[src/rtl/if_id_reg_pkg.sv]
// Shared widths, the idle NOP word and the IF/ID buffer state encoding.
package if_id_reg_pkg;
   localparam int          XLEN     = 64;
   localparam int          ILEN     = 32;
   localparam logic [31:0] INST_NOP = 32'h0000_0013;

   typedef enum logic [1:0] {
      IFID_EMPTY = 2'd0,
      IFID_ONE   = 2'd1,
      IFID_FULL  = 2'd2
   } ifid_state_e;
endpackage

[src/rtl/if_id_reg_if.sv]
// Valid/ready instruction bus carrying pc, predicted next pc and the instruction word.
interface if_id_reg_if #(
   parameter int XLEN = 64,
   parameter int ILEN = 32
);
   logic            valid;
   logic            ready;
   logic [XLEN-1:0] pc;
   logic [XLEN-1:0] pc_next;
   logic [ILEN-1:0] instr;

   modport master (output valid, pc, pc_next, instr, input ready);
   modport slave  (input valid, pc, pc_next, instr, output ready);
endinterface

[src/rtl/if_id_reg_slot.sv]
// One payload register (pc, pc_next, instr); clear forces the instruction to NOP.
module if_id_slot
   import if_id_reg_pkg::*;
#(
   parameter int              XLEN     = 64,
   parameter int              ILEN     = 32,
   parameter logic [ILEN-1:0] NOP_INST = ILEN'(INST_NOP)
) (
   input  logic            clk,
   input  logic            rst,
   input  logic            i_clr,
   input  logic            i_ld,
   input  logic [XLEN-1:0] i_pc,
   input  logic [XLEN-1:0] i_pc_next,
   input  logic [ILEN-1:0] i_instr,
   output logic [XLEN-1:0] o_pc,
   output logic [XLEN-1:0] o_pc_next,
   output logic [ILEN-1:0] o_instr
);
   logic [XLEN-1:0] r_pc;
   logic [XLEN-1:0] r_pc_next;
   logic [ILEN-1:0] r_instr;

   // Clear only replaces the instruction; the pc fields keep their last value.
   always_ff @(posedge clk) begin
      if (rst) begin
         r_pc      <= '0;
         r_pc_next <= '0;
         r_instr   <= NOP_INST;
      end else if (i_clr) begin
         r_instr   <= NOP_INST;
      end else if (i_ld) begin
         r_pc      <= i_pc;
         r_pc_next <= i_pc_next;
         r_instr   <= i_instr;
      end
   end

   assign o_pc      = r_pc;
   assign o_pc_next = r_pc_next;
   assign o_instr   = r_instr;
endmodule

[src/rtl/if_id_reg.sv]
// Fetch/decode boundary: 2-entry skid buffer so if_ready never sees id_ready combinationally.
module if_id_reg
   import if_id_reg_pkg::*;
#(
   parameter int              XLEN     = 64,
   parameter int              ILEN     = 32,
   parameter logic [ILEN-1:0] NOP_INST = ILEN'(INST_NOP)
) (
   input  logic        clk,
   input  logic        rst,
   input  logic        flush_i,
   if_id_reg_if.slave  if_s,
   if_id_reg_if.master id_m,
   output logic [1:0]  occupancy_o
);
   ifid_state_e     r_state;
   ifid_state_e     w_state_nxt;
   logic            w_push;
   logic            w_pop;
   logic            w_head_ld;
   logic            w_head_from_skid;
   logic            w_skid_ld;
   logic [XLEN-1:0] w_skid_pc;
   logic [XLEN-1:0] w_skid_pc_next;
   logic [ILEN-1:0] w_skid_instr;
   logic [XLEN-1:0] w_head_pc_in;
   logic [XLEN-1:0] w_head_pc_next_in;
   logic [ILEN-1:0] w_head_instr_in;

   assign if_s.ready  = (r_state != IFID_FULL);
   assign id_m.valid  = (r_state != IFID_EMPTY);
   assign occupancy_o = r_state;

   assign w_push = if_s.valid & if_s.ready;
   assign w_pop  = id_m.valid & id_m.ready;

   always_ff @(posedge clk) begin
      if (rst) r_state <= IFID_EMPTY;
      else     r_state <= w_state_nxt;
   end

   always_comb begin
      w_state_nxt      = r_state;
      w_head_ld        = 1'b0;
      w_head_from_skid = 1'b0;
      w_skid_ld        = 1'b0;
      case (r_state)
         IFID_EMPTY: if (w_push) begin
            w_head_ld   = 1'b1;
            w_state_nxt = IFID_ONE;
         end
         IFID_ONE: begin
            if (w_push && !w_pop) begin
               w_skid_ld   = 1'b1;
               w_state_nxt = IFID_FULL;
            end else if (w_pop && !w_push) begin
               w_state_nxt = IFID_EMPTY;
            end else if (w_push && w_pop) begin
               w_head_ld   = 1'b1;
            end
         end
         IFID_FULL: if (w_pop) begin
            w_head_ld        = 1'b1;
            w_head_from_skid = 1'b1;
            w_state_nxt      = IFID_ONE;
         end
         default: w_state_nxt = IFID_EMPTY;
      endcase
      // Flush wins over any handshake; a concurrent push is dropped.
      if (flush_i) begin
         w_state_nxt = IFID_EMPTY;
         w_head_ld   = 1'b0;
         w_skid_ld   = 1'b0;
      end
   end

   assign w_head_pc_in      = w_head_from_skid ? w_skid_pc      : if_s.pc;
   assign w_head_pc_next_in = w_head_from_skid ? w_skid_pc_next : if_s.pc_next;
   assign w_head_instr_in   = w_head_from_skid ? w_skid_instr   : if_s.instr;

   if_id_slot #(.XLEN(XLEN), .ILEN(ILEN), .NOP_INST(NOP_INST)) u_head (
      .clk       (clk),
      .rst       (rst),
      .i_clr     (flush_i),
      .i_ld      (w_head_ld),
      .i_pc      (w_head_pc_in),
      .i_pc_next (w_head_pc_next_in),
      .i_instr   (w_head_instr_in),
      .o_pc      (id_m.pc),
      .o_pc_next (id_m.pc_next),
      .o_instr   (id_m.instr)
   );

   if_id_slot #(.XLEN(XLEN), .ILEN(ILEN), .NOP_INST(NOP_INST)) u_skid (
      .clk       (clk),
      .rst       (rst),
      .i_clr     (flush_i),
      .i_ld      (w_skid_ld),
      .i_pc      (if_s.pc),
      .i_pc_next (if_s.pc_next),
      .i_instr   (if_s.instr),
      .o_pc      (w_skid_pc),
      .o_pc_next (w_skid_pc_next),
      .o_instr   (w_skid_instr)
   );
endmodule

[src/flat_wrapper.sv]
// flat-port wrapper written by rule: the top's interface ports become plain ports
module if_id_reg_flat import if_id_reg_pkg::*;
#(
   parameter int              XLEN     = 64,
   parameter int              ILEN     = 32,
   parameter logic [ILEN-1:0] NOP_INST = ILEN'(INST_NOP)
)
  (clk, rst, flush_i, occupancy_o, if_s_valid, if_s_pc, if_s_pc_next, if_s_instr, if_s_ready, id_m_valid, id_m_pc, id_m_pc_next, id_m_instr, id_m_ready);
  if_id_reg_if #(.XLEN(XLEN), .ILEN(ILEN)) if_s_i ();
  if_id_reg_if #(.XLEN(XLEN), .ILEN(ILEN)) id_m_i ();
  input  logic clk;
  input  logic rst;
  input  logic flush_i;
  output logic [1:0] occupancy_o;
  input wire logic [$bits(if_s_i.valid)-1:0] if_s_valid;
  input wire logic [$bits(if_s_i.pc)-1:0] if_s_pc;
  input wire logic [$bits(if_s_i.pc_next)-1:0] if_s_pc_next;
  input wire logic [$bits(if_s_i.instr)-1:0] if_s_instr;
  output wire logic [$bits(if_s_i.ready)-1:0] if_s_ready;
  output wire logic [$bits(id_m_i.valid)-1:0] id_m_valid;
  output wire logic [$bits(id_m_i.pc)-1:0] id_m_pc;
  output wire logic [$bits(id_m_i.pc_next)-1:0] id_m_pc_next;
  output wire logic [$bits(id_m_i.instr)-1:0] id_m_instr;
  input wire logic [$bits(id_m_i.ready)-1:0] id_m_ready;
  assign if_s_i.valid = if_s_valid;
  assign if_s_i.pc = if_s_pc;
  assign if_s_i.pc_next = if_s_pc_next;
  assign if_s_i.instr = if_s_instr;
  assign if_s_ready = if_s_i.ready;
  assign id_m_valid = id_m_i.valid;
  assign id_m_pc = id_m_i.pc;
  assign id_m_pc_next = id_m_i.pc_next;
  assign id_m_instr = id_m_i.instr;
  assign id_m_i.ready = id_m_ready;
  if_id_reg #(.XLEN(XLEN), .ILEN(ILEN), .NOP_INST(NOP_INST)) u_core (.clk(clk), .rst(rst), .flush_i(flush_i), .if_s(if_s_i), .id_m(id_m_i), .occupancy_o(occupancy_o));
endmodule
[config.mk]
export PLATFORM = sky130hd
export DESIGN_NAME = if_id_reg_flat
export DESIGN_NICKNAME = d
export VERILOG_FILES = /design/src/rtl/if_id_reg_pkg.sv /design/src/rtl/if_id_reg_if.sv /design/src/rtl/if_id_reg_slot.sv /design/src/rtl/if_id_reg.sv /design/src/flat_wrapper.sv
export SDC_FILE = /design/constraint.sdc
export NUM_CORES = 1
export LEC_CHECK = 0
export ABC_AREA = 1
export ABC_CLOCK_PERIOD_IN_PS = 2800
export BUFFER_PORTS_ARGS = -buffer_cell sky130_fd_sc_hd__buf_2
export CAP_MARGIN = 20
export CORE_MARGIN = 2
export CORE_UTILIZATION = 48
export CTS_BUF_LIST = sky130_fd_sc_hd__clkbuf_8
export CTS_CLUSTER_DIAMETER = 200
export DETAILED_ROUTE_END_ITERATION = 12
export PLACE_DENSITY = 0.72
export SLEW_MARGIN = 10
export SYNTH_ARGS = -nofsm -noshare
export SYNTH_HDL_FRONTEND = slang
export SYNTH_HIERARCHICAL = 1
export SYNTH_SLANG_ARGS = --single-unit
[constraint.sdc]
create_clock -name clk -period 2.8 [get_ports clk]
set_input_delay 0.56 -clock clk [delete_from_list [all_inputs] [get_ports clk]]
set_output_delay 0.56 -clock clk [all_outputs]
set_load 0.01 [all_outputs]
==> results_dict.tcl <==
set metrics [dict create \
    met1Wirelength_um 19500 \
    clock-skew-final_ps 13.4 \
    outcome "completed" \
    finalHoldWorstSlack_ps 196 \
    end_kind "primary output" \
    drive_above_1_share_pct 15.8 \
    io-pin-count 329 \
    place.gp.congestion 0.806 \
    dp.cells 3069 \
    rrSetupSlack_ps 320 \
    period_share_pct 93.8 \
    swShare_pct 27.3 \
    power_density_mw_per_mm2 549 \
    antenna_found_initial 17 \
    htree_levels 2 \
    routedWlPerCell_um 14.2 \
    ys_seq_elements 322 \
    synth_warnings 6 \
    cp.arrival_ps 2070 \
    slew_viol_final 0 \
    numCtsBuffers 54 \
    core_mm2 0.0317 \
    synth_edf_count 0 \
    drv_cap 0 \
    peakVddDrop_v 0.000377 \
    die_area_mm2 0.0338 \
    required_ps 2240 \
    die_w_um 184 \
    netlist.area_leader.share_pct 41.5 \
    rsz0062_at_grt "false" \
    synth_area_mm2 0.0155 \
    path_class "flip-flop to primary output" \
    syn_nets 2670 \
    synth_cells 2503 \
    met3_length_um 3410 \
    switching_power_mw 2.72 \
    critPathLaunchType "flip-flop" \
    min_path_type "input port to flip-flop" \
    num_rows 65 \
    p_seq_share_pct 48.1 \
    wl_met2_um 20600 \
    antenna_left 0 \
    insertion_delay_ps 600 \
    p_clk_share_pct 39.9 \
    synth_top_area_cell "dfxtp_1" \
    fmax_mhz 381 \
    synthFlopType "dfxtp_1" \
    max-slew-margin-rel_pct 35.1 \
    setup_violations 0 \
    p_leak_nw 9.60 \
    synth.most_common_cell "nand2_1" \
    fin_cells 3174 \
    p_int_mw 7.25 \
    synthTopCellsByArea "dfxtp_1 (41%), nand2_1 (17%), nand3_1 (14%)" \
    cts_tree "built" \
    grt_pass1_vias 14900 \
    routed_wl_um 45000 \
    port_buffers 328 \
    via_per_inst 5.04 \
    grt_use_total_pct 26.1 \
    overflow 0 \
    nets 2890 \
    syn_avg_cell_area_um2 6.21 \
    ys_seq_area_share_pct 41.5 \
    drtIter0Drc 1169 \
    syn_to_final_growth_pct 16.9 \
    start_util_pct 49.0 \
    top_layer "met5" \
    fin_crit_ps 2630 \
    ys_top_cells_by_count "nand2_1 (708), nor2_1 (520), nand3_1 (428)" \
    dp_hpwl_um 26600 \
    num_vias 16000 \
    synth.distinct_cells 17 \
    finalHoldViolations 0 \
    drcViolationCount 0 \
    cts_sinks 322 \
    fp.dieH_um 184 \
    setup-tns-final_ps 0 \
    grt_max_degree 162 \
    grt_pass1_wl_um 72800 \
    dr.pass1.iters 7 \
    worstPathMaxFanout 161 \
    cts_buffer_depth 3 \
    combPwrFrac_pct 12.0 \
    cts_root_buf "clkbuf_8" \
    synthArstFlopShare_pct 0 \
    cts_hold_buf 0 \
    tightestPinTransition_ps 974 \
    path_clk_slew_ps 60 \
]
==> layer usage <==
| metal | up-vias | GRT usage, % |
|---|---|---|
| li1 | 8057 | - |
| met1 | 7299 | 32.4 |
| met2 | 540 | 44.0 |
| met3 | 95 | 5.71 |
| met4 | 10 | 10.2 |
| met5 | - | 0 |
==> critical path, stage by stage, from the launching register on <==
cell	delay (ps)
dfxtp_1	400
inv_2	100
nor2_8	160
buf_16	500
inv_1	90
buf_2	160
==> through the flow <==
stage	worst slack, ps	util [%]	power (mW)	instance area, um2
after floorplan	515	-	5.65	15500
after global placement	348	53.9	6.07	17100
after detailed placement	280	53.9	6.09	17100
after CTS	53.4	57.2	10.1	18100
after global routing	3.93	57.3	10.4	18200
final	175	57.3	9.98	18200
==> state kept, by name (all words and copies together), names as in the netlist <==
signal                   cells
u_core/u_head/o_pc          64
u_core/u_head/o_pc_next     64
u_core/u_skid/o_pc          64
u_core/u_skid/o_pc_next     64
u_core/u_head/o_instr       32
u_core/u_skid/o_instr       32
u_core/occupancy_o           2
==> layout make-up <==
cell class              instances  area [um2]
diodes                         11        27.5
clock buffers                  66         908
clock inverters                28         113
fillers                      3221       13600
inverters                     273        1040
multi-input cells            1723        7150
flip-flops and latches        322        6450
well taps                     402         503
repair buffers                349        1980
==> worst paths after layout <==
check / startpoint / endpoint / cells after the start
hold / removal: if_s_instr[4] / u_core/u_skid/o_instr[4]$_SDFFE_PP1P_ / 3
setup / recovery: u_core/occupancy_o[1]$_SDFFE_PP0P_ / if_s_ready / 5
setup reg to reg: u_core/occupancy_o[0]$_SDFFE_PP0P_ / u_core/u_head/o_pc_next[36]$_SDFFE_PP0P_ / 12
hold reg to reg: u_core/u_skid/o_instr[4]$_SDFFE_PP1P_ / u_core/u_skid/o_instr[4]$_SDFFE_PP1P_ / 2
==> cell usage in the layout, fill, tap and decap left out <==
cell      count
a21oi_1      60
nand2_1     708
buf_2       327
buf_16        1
nor2_8        1
inv_4         5
nand3_1     428
o21bai_1      1
ha_1          2
clkinv_2      6
nand2_8       1
buf_6         1
inv_1       285
dfxtp_1     322
buf_4         8
nor2_1      519
diode_2      11
inv_2         5
clkbuf_8     66
buf_12       12
nor2_4        3
==> power groups by stage <==
stage	clock network, mW	registers, mW	logic, mW
5_1_grt	4.26	4.82	1.35
2_1_floorplan	0	4.94	0.708
3_3_place_gp	0	4.90	1.17
6_report	3.98	4.80	1.19
3_5_place_dp	0	4.90	1.19
4_1_cts	4.07	4.80	1.19
==> logic make-up after synthesis <==
kind of cell             share of synthesized area [%]
AO/OA/AOI/OAI                                     1.98
adder cells (fa/ha/maj)                          0.161
buffers and inverters                             12.7
flip-flops                                        41.5
AND/OR/NAND/NOR                                   43.7
==> timing repair <==
action                                 4_1_cts  5_1_grt
setup endpoints to repair                    0        1
buffers inserted                             0        0
resized for setup                            0        1
endpoints found under the hold margin        0        0
(Power assumes the default switching activity.)
